[config.mk]
export PLATFORM = sky130hd
export DESIGN_NAME = fsm_stream_arb
export DESIGN_NICKNAME = d
export VERILOG_FILES = /design/src/rtl/fsm_stream_pkg.sv /design/src/rtl/fsm_stream_arb_rr_pick.sv /design/src/rtl/fsm_stream_arb.sv
export SDC_FILE = /design/constraint.sdc
export NUM_CORES = 1
export LEC_CHECK = 0
export CAP_MARGIN = 15
export CORE_UTILIZATION = 50
export DETAILED_ROUTE_END_ITERATION = 10
export GPL_TIMING_DRIVEN = 0
export PLACE_DENSITY = 0.87
export RECOVER_POWER = 25
export SLEW_MARGIN = 20
export SYNTH_ARGS = -nofsm -noshare
export SYNTH_HDL_FRONTEND = slang
export SYNTH_SLANG_ARGS = --single-unit
[constraint.sdc]
create_clock -name clk -period 4.6 [get_ports clk]
set_input_delay 1.38 -clock clk [delete_from_list [all_inputs] [get_ports clk]]
set_output_delay 1.38 -clock clk [all_outputs]
set_load 0.03 [all_outputs]
[src/rtl/fsm_stream_pkg.sv]
// Shared definitions for the serial-FSM stream arbiter: controller state
// encoding and elaboration-time sizing helpers.
package fsm_stream_pkg;

  typedef enum logic [2:0] {
    IDLE  = 3'd0,
    FLUSH = 3'd1,
    SHIFT = 3'd2,
    DRAIN = 3'd3,
    DONE  = 3'd4
  } state_t;

  // Ceiling log2; clog2(1) is 0.
  function automatic int clog2(input int value);
    int r;
    int v;
    r = 0;
    v = value - 1;
    while (v > 0) begin
      r = r + 1;
      v = v >>> 1;
    end
    return r;
  endfunction

  function automatic int max2(input int a, input int b);
    return (a > b) ? a : b;
  endfunction

endpackage

[src/rtl/fsm_stream_arb_rr_pick.sv]
// Combinational round-robin picker: the first set request at or after the
// pointer, searching upward and wrapping, wins.
module rr_pick
  import fsm_stream_pkg::*;
#(
  parameter int NREQ = 4,
  parameter int IDW  = clog2(NREQ)
) (
  input  logic [NREQ-1:0] req,
  input  logic [IDW-1:0]  ptr,
  output logic [NREQ-1:0] onehot,
  output logic [IDW-1:0]  idx,
  output logic            valid
);

  // cand[k] is the requester index examined at search offset k from ptr.
  logic [IDW-1:0] cand [NREQ];

  genvar gi;
  generate
    for (gi = 0; gi < NREQ; gi++) begin : g_cand
      logic [IDW:0] sum;
      assign sum = {1'b0, ptr} + (IDW+1)'(gi);
      assign cand[gi] = (sum >= (IDW+1)'(NREQ)) ? IDW'(sum - (IDW+1)'(NREQ))
                                                 : sum[IDW-1:0];
    end
  endgenerate

  always_comb begin
    onehot = '0;
    idx    = '0;
    valid  = 1'b0;
    // Walk from the far end so the nearest offset is the last to assign.
    for (int off = NREQ - 1; off >= 0; off--) begin
      if (req[cand[off]]) begin
        valid = 1'b1;
        idx   = cand[off];
      end
    end
    if (valid) begin
      onehot[idx] = 1'b1;
    end
  end

endmodule

[src/rtl/fsm_stream_arb.sv]
// Shares one serial Mealy FSM among NREQ parallel requesters: flush, shift a
// word LSB-first, collect the registered responses, return a tagged result.
module fsm_stream_arb
  import fsm_stream_pkg::*;
#(
  parameter int NREQ      = 4,
  parameter int WIDTH     = 8,
  parameter int FLUSH_LEN = 3
) (
  input  logic                    clk,
  input  logic                    rst_n,
  input  logic [NREQ-1:0]         req,
  input  logic [NREQ*WIDTH-1:0]   din,
  output logic [NREQ-1:0]         gnt,
  output logic                    busy,
  output logic                    done,
  output logic [clog2(NREQ)-1:0]  done_id,
  output logic [WIDTH-1:0]        dout,
  output logic                    fsm_in,
  input  logic                    fsm_out
);

  localparam int IDW   = clog2(NREQ);
  localparam int CNT_W = clog2(max2(FLUSH_LEN, WIDTH)) + 1;
  localparam logic [CNT_W-1:0] FLUSH_LAST = CNT_W'(FLUSH_LEN - 1);
  localparam logic [CNT_W-1:0] SHIFT_LAST = CNT_W'(WIDTH - 1);
  localparam logic [IDW-1:0]   ID_LAST    = IDW'(NREQ - 1);

  state_t           state_reg;
  logic [CNT_W-1:0] cnt_reg;
  logic [WIDTH-1:0] shift_reg;
  logic [WIDTH-1:0] res_reg;
  logic [IDW-1:0]   cur_id_reg;
  logic [IDW-1:0]   ptr_reg;

  logic [NREQ-1:0]  pick_onehot;
  logic [IDW-1:0]   pick_idx;
  logic             pick_valid;
  logic [WIDTH-1:0] din_word [NREQ];
  logic [WIDTH-1:0] res_next;

  genvar gi;
  generate
    for (gi = 0; gi < NREQ; gi++) begin : g_din
      assign din_word[gi] = din[gi*WIDTH +: WIDTH];
    end
  endgenerate

  rr_pick #(
    .NREQ (NREQ),
    .IDW  (IDW)
  ) u_pick (
    .req    (req),
    .ptr    (ptr_reg),
    .onehot (pick_onehot),
    .idx    (pick_idx),
    .valid  (pick_valid)
  );

  // Responses enter at the MSB so the first captured bit ends up at bit 0.
  assign res_next = {fsm_out, res_reg[WIDTH-1:1]};

  always_ff @(posedge clk or negedge rst_n) begin
    if (!rst_n) begin
      state_reg  <= IDLE;
      cnt_reg    <= '0;
      shift_reg  <= '0;
      res_reg    <= '0;
      cur_id_reg <= '0;
      ptr_reg    <= '0;
      gnt        <= '0;
      busy       <= 1'b0;
      done       <= 1'b0;
      done_id    <= '0;
      dout       <= '0;
      fsm_in     <= 1'b0;
    end else begin
      done <= 1'b0;
      case (state_reg)
        IDLE: begin
          fsm_in  <= 1'b0;
          cnt_reg <= '0;
          if (pick_valid) begin
            gnt        <= pick_onehot;
            busy       <= 1'b1;
            cur_id_reg <= pick_idx;
            if (FLUSH_LEN == 0) begin
              state_reg <= SHIFT;
              fsm_in    <= din_word[pick_idx][0];
              shift_reg <= din_word[pick_idx] >> 1;
            end else begin
              state_reg <= FLUSH;
              shift_reg <= din_word[pick_idx];
            end
          end
        end

        FLUSH: begin
          fsm_in <= 1'b0;
          if (cnt_reg == FLUSH_LAST) begin
            state_reg <= SHIFT;
            cnt_reg   <= '0;
            fsm_in    <= shift_reg[0];
            shift_reg <= shift_reg >> 1;
          end else begin
            cnt_reg <= cnt_reg + CNT_W'(1);
          end
        end

        SHIFT: begin
          // fsm_out lags fsm_in by a cycle, so SHIFT cycle 0 has nothing to keep.
          if (cnt_reg != '0) begin
            res_reg <= res_next;
          end
          if (cnt_reg == SHIFT_LAST) begin
            state_reg <= DRAIN;
            cnt_reg   <= '0;
            fsm_in    <= 1'b0;
          end else begin
            cnt_reg   <= cnt_reg + CNT_W'(1);
            fsm_in    <= shift_reg[0];
            shift_reg <= shift_reg >> 1;
          end
        end

        DRAIN: begin
          res_reg   <= res_next;
          dout      <= res_next;
          done      <= 1'b1;
          done_id   <= cur_id_reg;
          fsm_in    <= 1'b0;
          cnt_reg   <= '0;
          state_reg <= DONE;
        end

        DONE: begin
          gnt       <= '0;
          busy      <= 1'b0;
          fsm_in    <= 1'b0;
          cnt_reg   <= '0;
          ptr_reg   <= (cur_id_reg == ID_LAST) ? '0 : cur_id_reg + IDW'(1);
          state_reg <= IDLE;
        end

        default: begin
          gnt       <= '0;
          busy      <= 1'b0;
          fsm_in    <= 1'b0;
          cnt_reg   <= '0;
          state_reg <= IDLE;
        end
      endcase
    end
  end

endmodule
Word level (Yosys, flattened, before mapping):

Cells that the tools add are included.

* register bits: 44
* output and inout bits: 17
* logic and storage cells: 104

* add/sub/neg operators: 9
* order comparisons: 11
* equality and inequality tests: 12
* multiplexer cells: 47
* bitwise logic cells: 2
* reduce and logical (&&, ||, !) cells: 11

Operators with widths (number)
* 8-bit two-way mux: 6
* 8-bit one-hot mux with 3 select lines: 1
* 2-bit two-way mux: 9
* 8-bit binary-select mux with 2-bit select: 1
* 4-bit one-hot mux with 2 select lines: 2
* 8-bit one-hot mux with 2 select lines: 1
* 2-bit by 3-bit < comparator with 1-bit output (second input constant): 5
* 1-bit two-way mux: 13
* 3-bit greater-or-equal comparator (second input constant): 4
* 4-bit two-way mux: 3
* 3-bit one-hot mux with 4 select lines: 1
* 2-bit inequality test (second input constant): 5
* 3-bit two-way mux: 3
* 1-bit binary-select mux with 2-bit select: 4
* 2-bit by 1-bit subtractor with 2-bit output (second input constant): 4
* 2-bit by 2-bit adder with 3-bit output (second input constant): 2
* 3-bit by 2-bit equality test with 1-bit output (second input constant): 2
* 2-bit AND reduction: 3
* 4-bit by 1-bit adder with 4-bit output (second input constant): 1
* 4-bit by 2-bit equality test with 1-bit output (second input constant): 1
* 4-bit by 3-bit equality test with 1-bit output (second input constant): 1
* 1-bit one-hot mux with 2 select lines: 2
* 4-bit AND reduction: 1
* 4-bit nonzero test: 1
* 16 further kinds: 16

Logic depth before layout (Yosys ltp):

* depth in word-level cells: 15
* mapped depth: 8
* mapped depth without buffers: 7

By module:

Synthesis repeated with hierarchy kept, for this count alone.

* cell total of the unflattened synthesis: 211
* area, all modules: 2358.5 um^2

Modules (own cells, without submodules)
* fsm_stream_arb: instances 1, cells an instance 178, area each 2147.1 um^2, seq. area each 1076.0 um^2
* rr_pick: instances 1, cells an instance 33, area each 211.5 um^2, seq. area each 0.0 um^2

Least setup slack after synthesis:

Ideal clock, no wire load.

* path type: input port to flip-flop
* start: in req[3]
* end: reg shift_reg[3]
* library setup time: 0.130 ns
* arrival: 2.686 ns
* required time: 4.470 ns
* path slack: 1.784 ns
* stages: 7
* cell sequence: buf_2 -> or4_4 -> a32oi_2 -> and2_4 -> buf_6 -> a2111o_1 -> o211ai_2

* longest elaborated chain between the ends: 12
* elaborated cells between the ends (all ways): 24
* those cells by class: 1 x eq/ne; 21 x mux; 1 x bitwise; 1 x reduce/logical

RTL lines
* start, declared: line fsm_stream_arb.sv:12 `input logic [NREQ-1:0] req,`
* 1-bit binary-select mux with 2-bit select: line fsm_stream_arb_rr_pick.sv:35 `if (req[cand[off]]) begin`
* 1-bit two-way mux (implied by the code): line fsm_stream_arb_rr_pick.sv:35
* 2-bit two-way mux (4 in series): line fsm_stream_arb_rr_pick.sv:35
* 2-bit NOT with 3-bit output (implied by the code): line fsm_stream_arb.sv:93 `shift_reg <= din_word[pick_idx];`
* 8-bit binary-select mux with 2-bit select: line fsm_stream_arb.sv:93
* 8-bit two-way mux (implied by the code) (2 in series): line fsm_stream_arb.sv:93
* 8-bit two-way mux: line fsm_stream_arb.sv:83 `if (pick_valid) begin`
* 8-bit one-hot mux with 3 select lines: line fsm_stream_arb.sv:79 `case (state_reg)`
* end signal, assigned: line fsm_stream_arb.sv:90 `shift_reg <= din_word[pick_idx] >> 1;`
* end signal, assigned: line fsm_stream_arb.sv:93
* end signal, assigned: line fsm_stream_arb.sv:104 `shift_reg <= shift_reg >> 1;`
* end, declared: line fsm_stream_arb.sv:31 `logic [WIDTH-1:0] shift_reg;`

Parallel ways exist; a longest one is shown, timed or not. The select of a mux whose other input is x is not followed.
A chain may end at the register's enable or synchronous reset.

Final worst setup path:

* start: in req[0]
* end: reg shift_reg[2]

The elaborated chain is that of the path after synthesis.

==> results.json <==
{
  "outcome": "finished with violations",
  "violations": "capacitance limit, slew limit",
  "dp_hpwl_um": 4240,
  "h-tree-depth": 2,
  "ant_nets": 0,
  "syn_avg_cell_area_um2": 9.42,
  "grt_first_pass_wirelength_um": 9380,
  "ys_seq_area_share_pct": 45.3,
  "yosysMostFrequentCell": "nand2_1",
  "ys_warn_count": 0,
  "rr_endpoint": "cur_id_reg[1]$_DFFE_PN0P_",
  "synth_area_leaders": "dfrtp_1 45%, nand2_1 7.6%, mux2_1 4.3%",
  "async_flop_share_pct": 100,
  "wl_per_cell_um": 15.4,
  "tritoncts": "done",
  "fin_skew_ns": 0.0194,
  "gp_congestion": 0.912,
  "clkLatencyLatePin_ns": 0.30,
  "die-area_um2": 5030,
  "required_ns": 4.77,
  "grt_overflow_total": 0,
  "final-hold-violation-count": 0,
  "syn_inst": 252,
  "final.setup.tns_ns": 0,
  "slew_viol_final": 32,
  "io_pins": 56,
  "final_util_pct": 68.9,
  "power_density_nw_per_um2": 641,
  "grt.total_usage_pct": 23.8,
  "drt-total-wl_um": 5650,
  "max_cap_violations": 1,
  "first_global_vias": 2063,
  "hold_path_depth": 2,
  "fin_crit_sh_pct": 70.8,
  "cts_sinks": 43,
  "reg2reg_slack_ns": 2.60,
  "power_mw": 1.96,
  "syn_to_final_growth_pct": 29.0,
  "die_w_um": 70.9,
  "synth_top_cells_by_count": "48 x nand2_1, 43 x dfrtp_1, 17 x nor2_1",
  "r2r-start": "state_reg[0]$_DFFE_PN0P_",
  "clk_pin_slew_ns": 0.09,
  "min_path_type": "flop to flop",
  "firstDrtPassIters": 7,
  "fmax_mhz": 307,
  "antenna_found_initial": 0,
  "postCtsResizedCells": 0,
  "grt_max_degree": 32,
  "cellLeakagePower_nw": 1.39,
  "cp_slowest_stage_delay_ns": 0.64,
  "place_ws_ns": 1.08,
  "slowest_stage": "clkdlybuf4s50_1",
  "netlist.top_cell.by_area": "dfrtp_1",
  "diodes": 0,
  "syn-cell-area_um2": 2370,
  "cts_hold_buffers": 0,
  "crit_path_start_kind": "input pin",
  "ys_types": 51,
  "grt_setup_unrepaired": "false",
  "hold_path_end": "dout[0]$_DFFE_PN0P_",
  "start_util_pct": 53.4,
  "cts_root_buf": "clkbuf_8",
  "synth-seq-cells": 43,
  "die_h_um": 70.9,
  "setup_violations": 0,
  "cp_data_arrival_time_ns": 3.43,
  "path_class": "input pin to flop",
  "core_area_um2": 4440,
  "drive_gt1_share_pct": 9.55,
  "nFillCells": 352,
  "via_per_inst": 5.73,
  "synth_edf_count": 0,
  "fp-row-count": 24,
  "synth_flop_cell": "dfrtp_1",
  "rr_worst_depth": 5,
  "synth_fp_nets": 295,
  "fin_ws_ns": 1.35,
  "clk_path_buf_depth": 2,
  "endpoint_kind": "flop",
  "cts_setup_buffers": 0,
  "worst_slew_pin_slew_ns": 1.61,
  "max_slew_margin_pct": -7.56,
  "io_buffers": 53,
  "path_cells": "clkdlybuf4s50_1 > nand2b_1 > a221oi_1 > and3b_1 > o311ai_1 > o211ai_1",
  "vdd_drop_max_uv": 383,
  "min_from": "res_reg[1]$_DFFE_PN0P_",
  "drc": 0,
  "cts_buffers": 5,
  "num_vias": 2096,
  "cp_max_fo": 8,
  "fin_nets": 356,
  "synth_top_area_share_pct": 45.3,
  "drt_iter0_drc": 153,
  "period_needed_ns": 3.25
}
-- how the worst max path moves through the flow --
stage / start / cells past startpoint / slack, ns / endpoint
6_report: req[0] / 6 / 1.35 / shift_reg[2]$_DFFE_PN0P_
5_1_grt: rst_n / 2 / 1.09 / res_reg[3]$_DFFE_PN0P_
4_1_cts: req[0] / 6 / 1.39 / shift_reg[2]$_DFFE_PN0P_
3_5_place_dp: req[0] / 6 / 1.08 / shift_reg[2]$_DFFE_PN0P_
3_3_place_gp: rst_n / 1 / 1.06 / dout[4]$_DFFE_PN0P_
2_1_floorplan: req[3] / 7 / 1.78 / shift_reg[3]$_DFFE_PN0P_
-- critical path: cells and delay by family --
kind / cells / cell delay [ns]
and+or+nand+nor: 2 / 0.42
buffers and inverters: 1 / 0.64
AOI/OAI and AO/OA: 3 / 0.99
-- report_power, final --
group / switching [mW] / internal [mW] / total [mW]
combinational: 0.604 / 0.452 / 1.06
clock: 0.129 / 0.123 / 0.251
sequential: 0.116 / 0.539 / 0.655
total: 0.849 / 1.11 / 1.96
-- through the flow --
| stage | cell area (um^2) | instances | hold slack, ns |
|---|---|---|---|
| CTS | 3080 | 366 | 0.485 |
| global placement | 2970 | 357 | 0.455 |
| finish | 3060 | 366 | 0.479 |
| detailed placement | 2980 | 358 | 0.462 |
| floorplan | 2370 | 252 | 0.432 |
| global route | 3060 | 366 | 0.503 |
-- cells by family (layout without fill, tap and decap cells) --
group	count (synthesis)	count (layout)	synth area share [%]
muxes	15	15	6.85
xor gates and xnor gates	2	2	0.738
adders and majority gates	4	4	2.11
buffers and inverters	23	85	4.59
AOI/OAI and AO/OA	61	61	19.0
and+or+nand+nor	104	104	21.4
DFF	43	43	45.3
-- final cells by class --
class	instances	area [um^2]	share of cell area, %
multi-input combinational	186	1190	38.8
inverter	11	41.3	1.35
buffer	12	66.3	2.17
timing repair buffer	54	528	17.2
tap	52	65.1	2.13
clock inverter	2	13.8	0.450
sequential	43	1080	35.1
clock buffer	6	82.6	2.70
-- placed cells by master, fill, tap and decap left out, drive strengths merged, types with 2 or more instances in the layout --
| cell | synthesis | routed |
|---|---|---|
| mux2 | 10 | 10 |
| nor3b | 2 | 2 |
| and3b | 3 | 3 |
| nand2b | 3 | 3 |
| and2 | 2 | 2 |
| a21oi | 11 | 11 |
| o311ai | 2 | 2 |
| o21ai | 12 | 12 |
| a31oi | 2 | 2 |
| mux2i | 5 | 5 |
| nand2 | 48 | 48 |
| nor2 | 18 | 18 |
| inv | 11 | 12 |
| a2111o | 2 | 2 |
| buf | 8 | 7 |
| o211ai | 11 | 11 |
| clkdlybuf4s50 | 0 | 52 |
| o221ai | 3 | 3 |
| or2 | 5 | 5 |
| clkbuf | 4 | 13 |
| nand3 | 12 | 12 |
| a211oi | 3 | 3 |
| ha | 4 | 4 |
| a21boi | 5 | 5 |
| nor2b | 2 | 2 |
| a21o | 3 | 3 |
| or3 | 2 | 2 |
| dfrtp | 43 | 43 |
-- metal layers --
layer  up-vias  GRT usage (%)  part of all wire, %
met3         9           6.13                  7.5
met1       994           30.8                   44
met4         0           6.44                  1.3
met5         -              0                    0
met2        80           40.1                   47
li1       1013              -                    -
No activity file was read; power rests on OpenSTA's default activity.
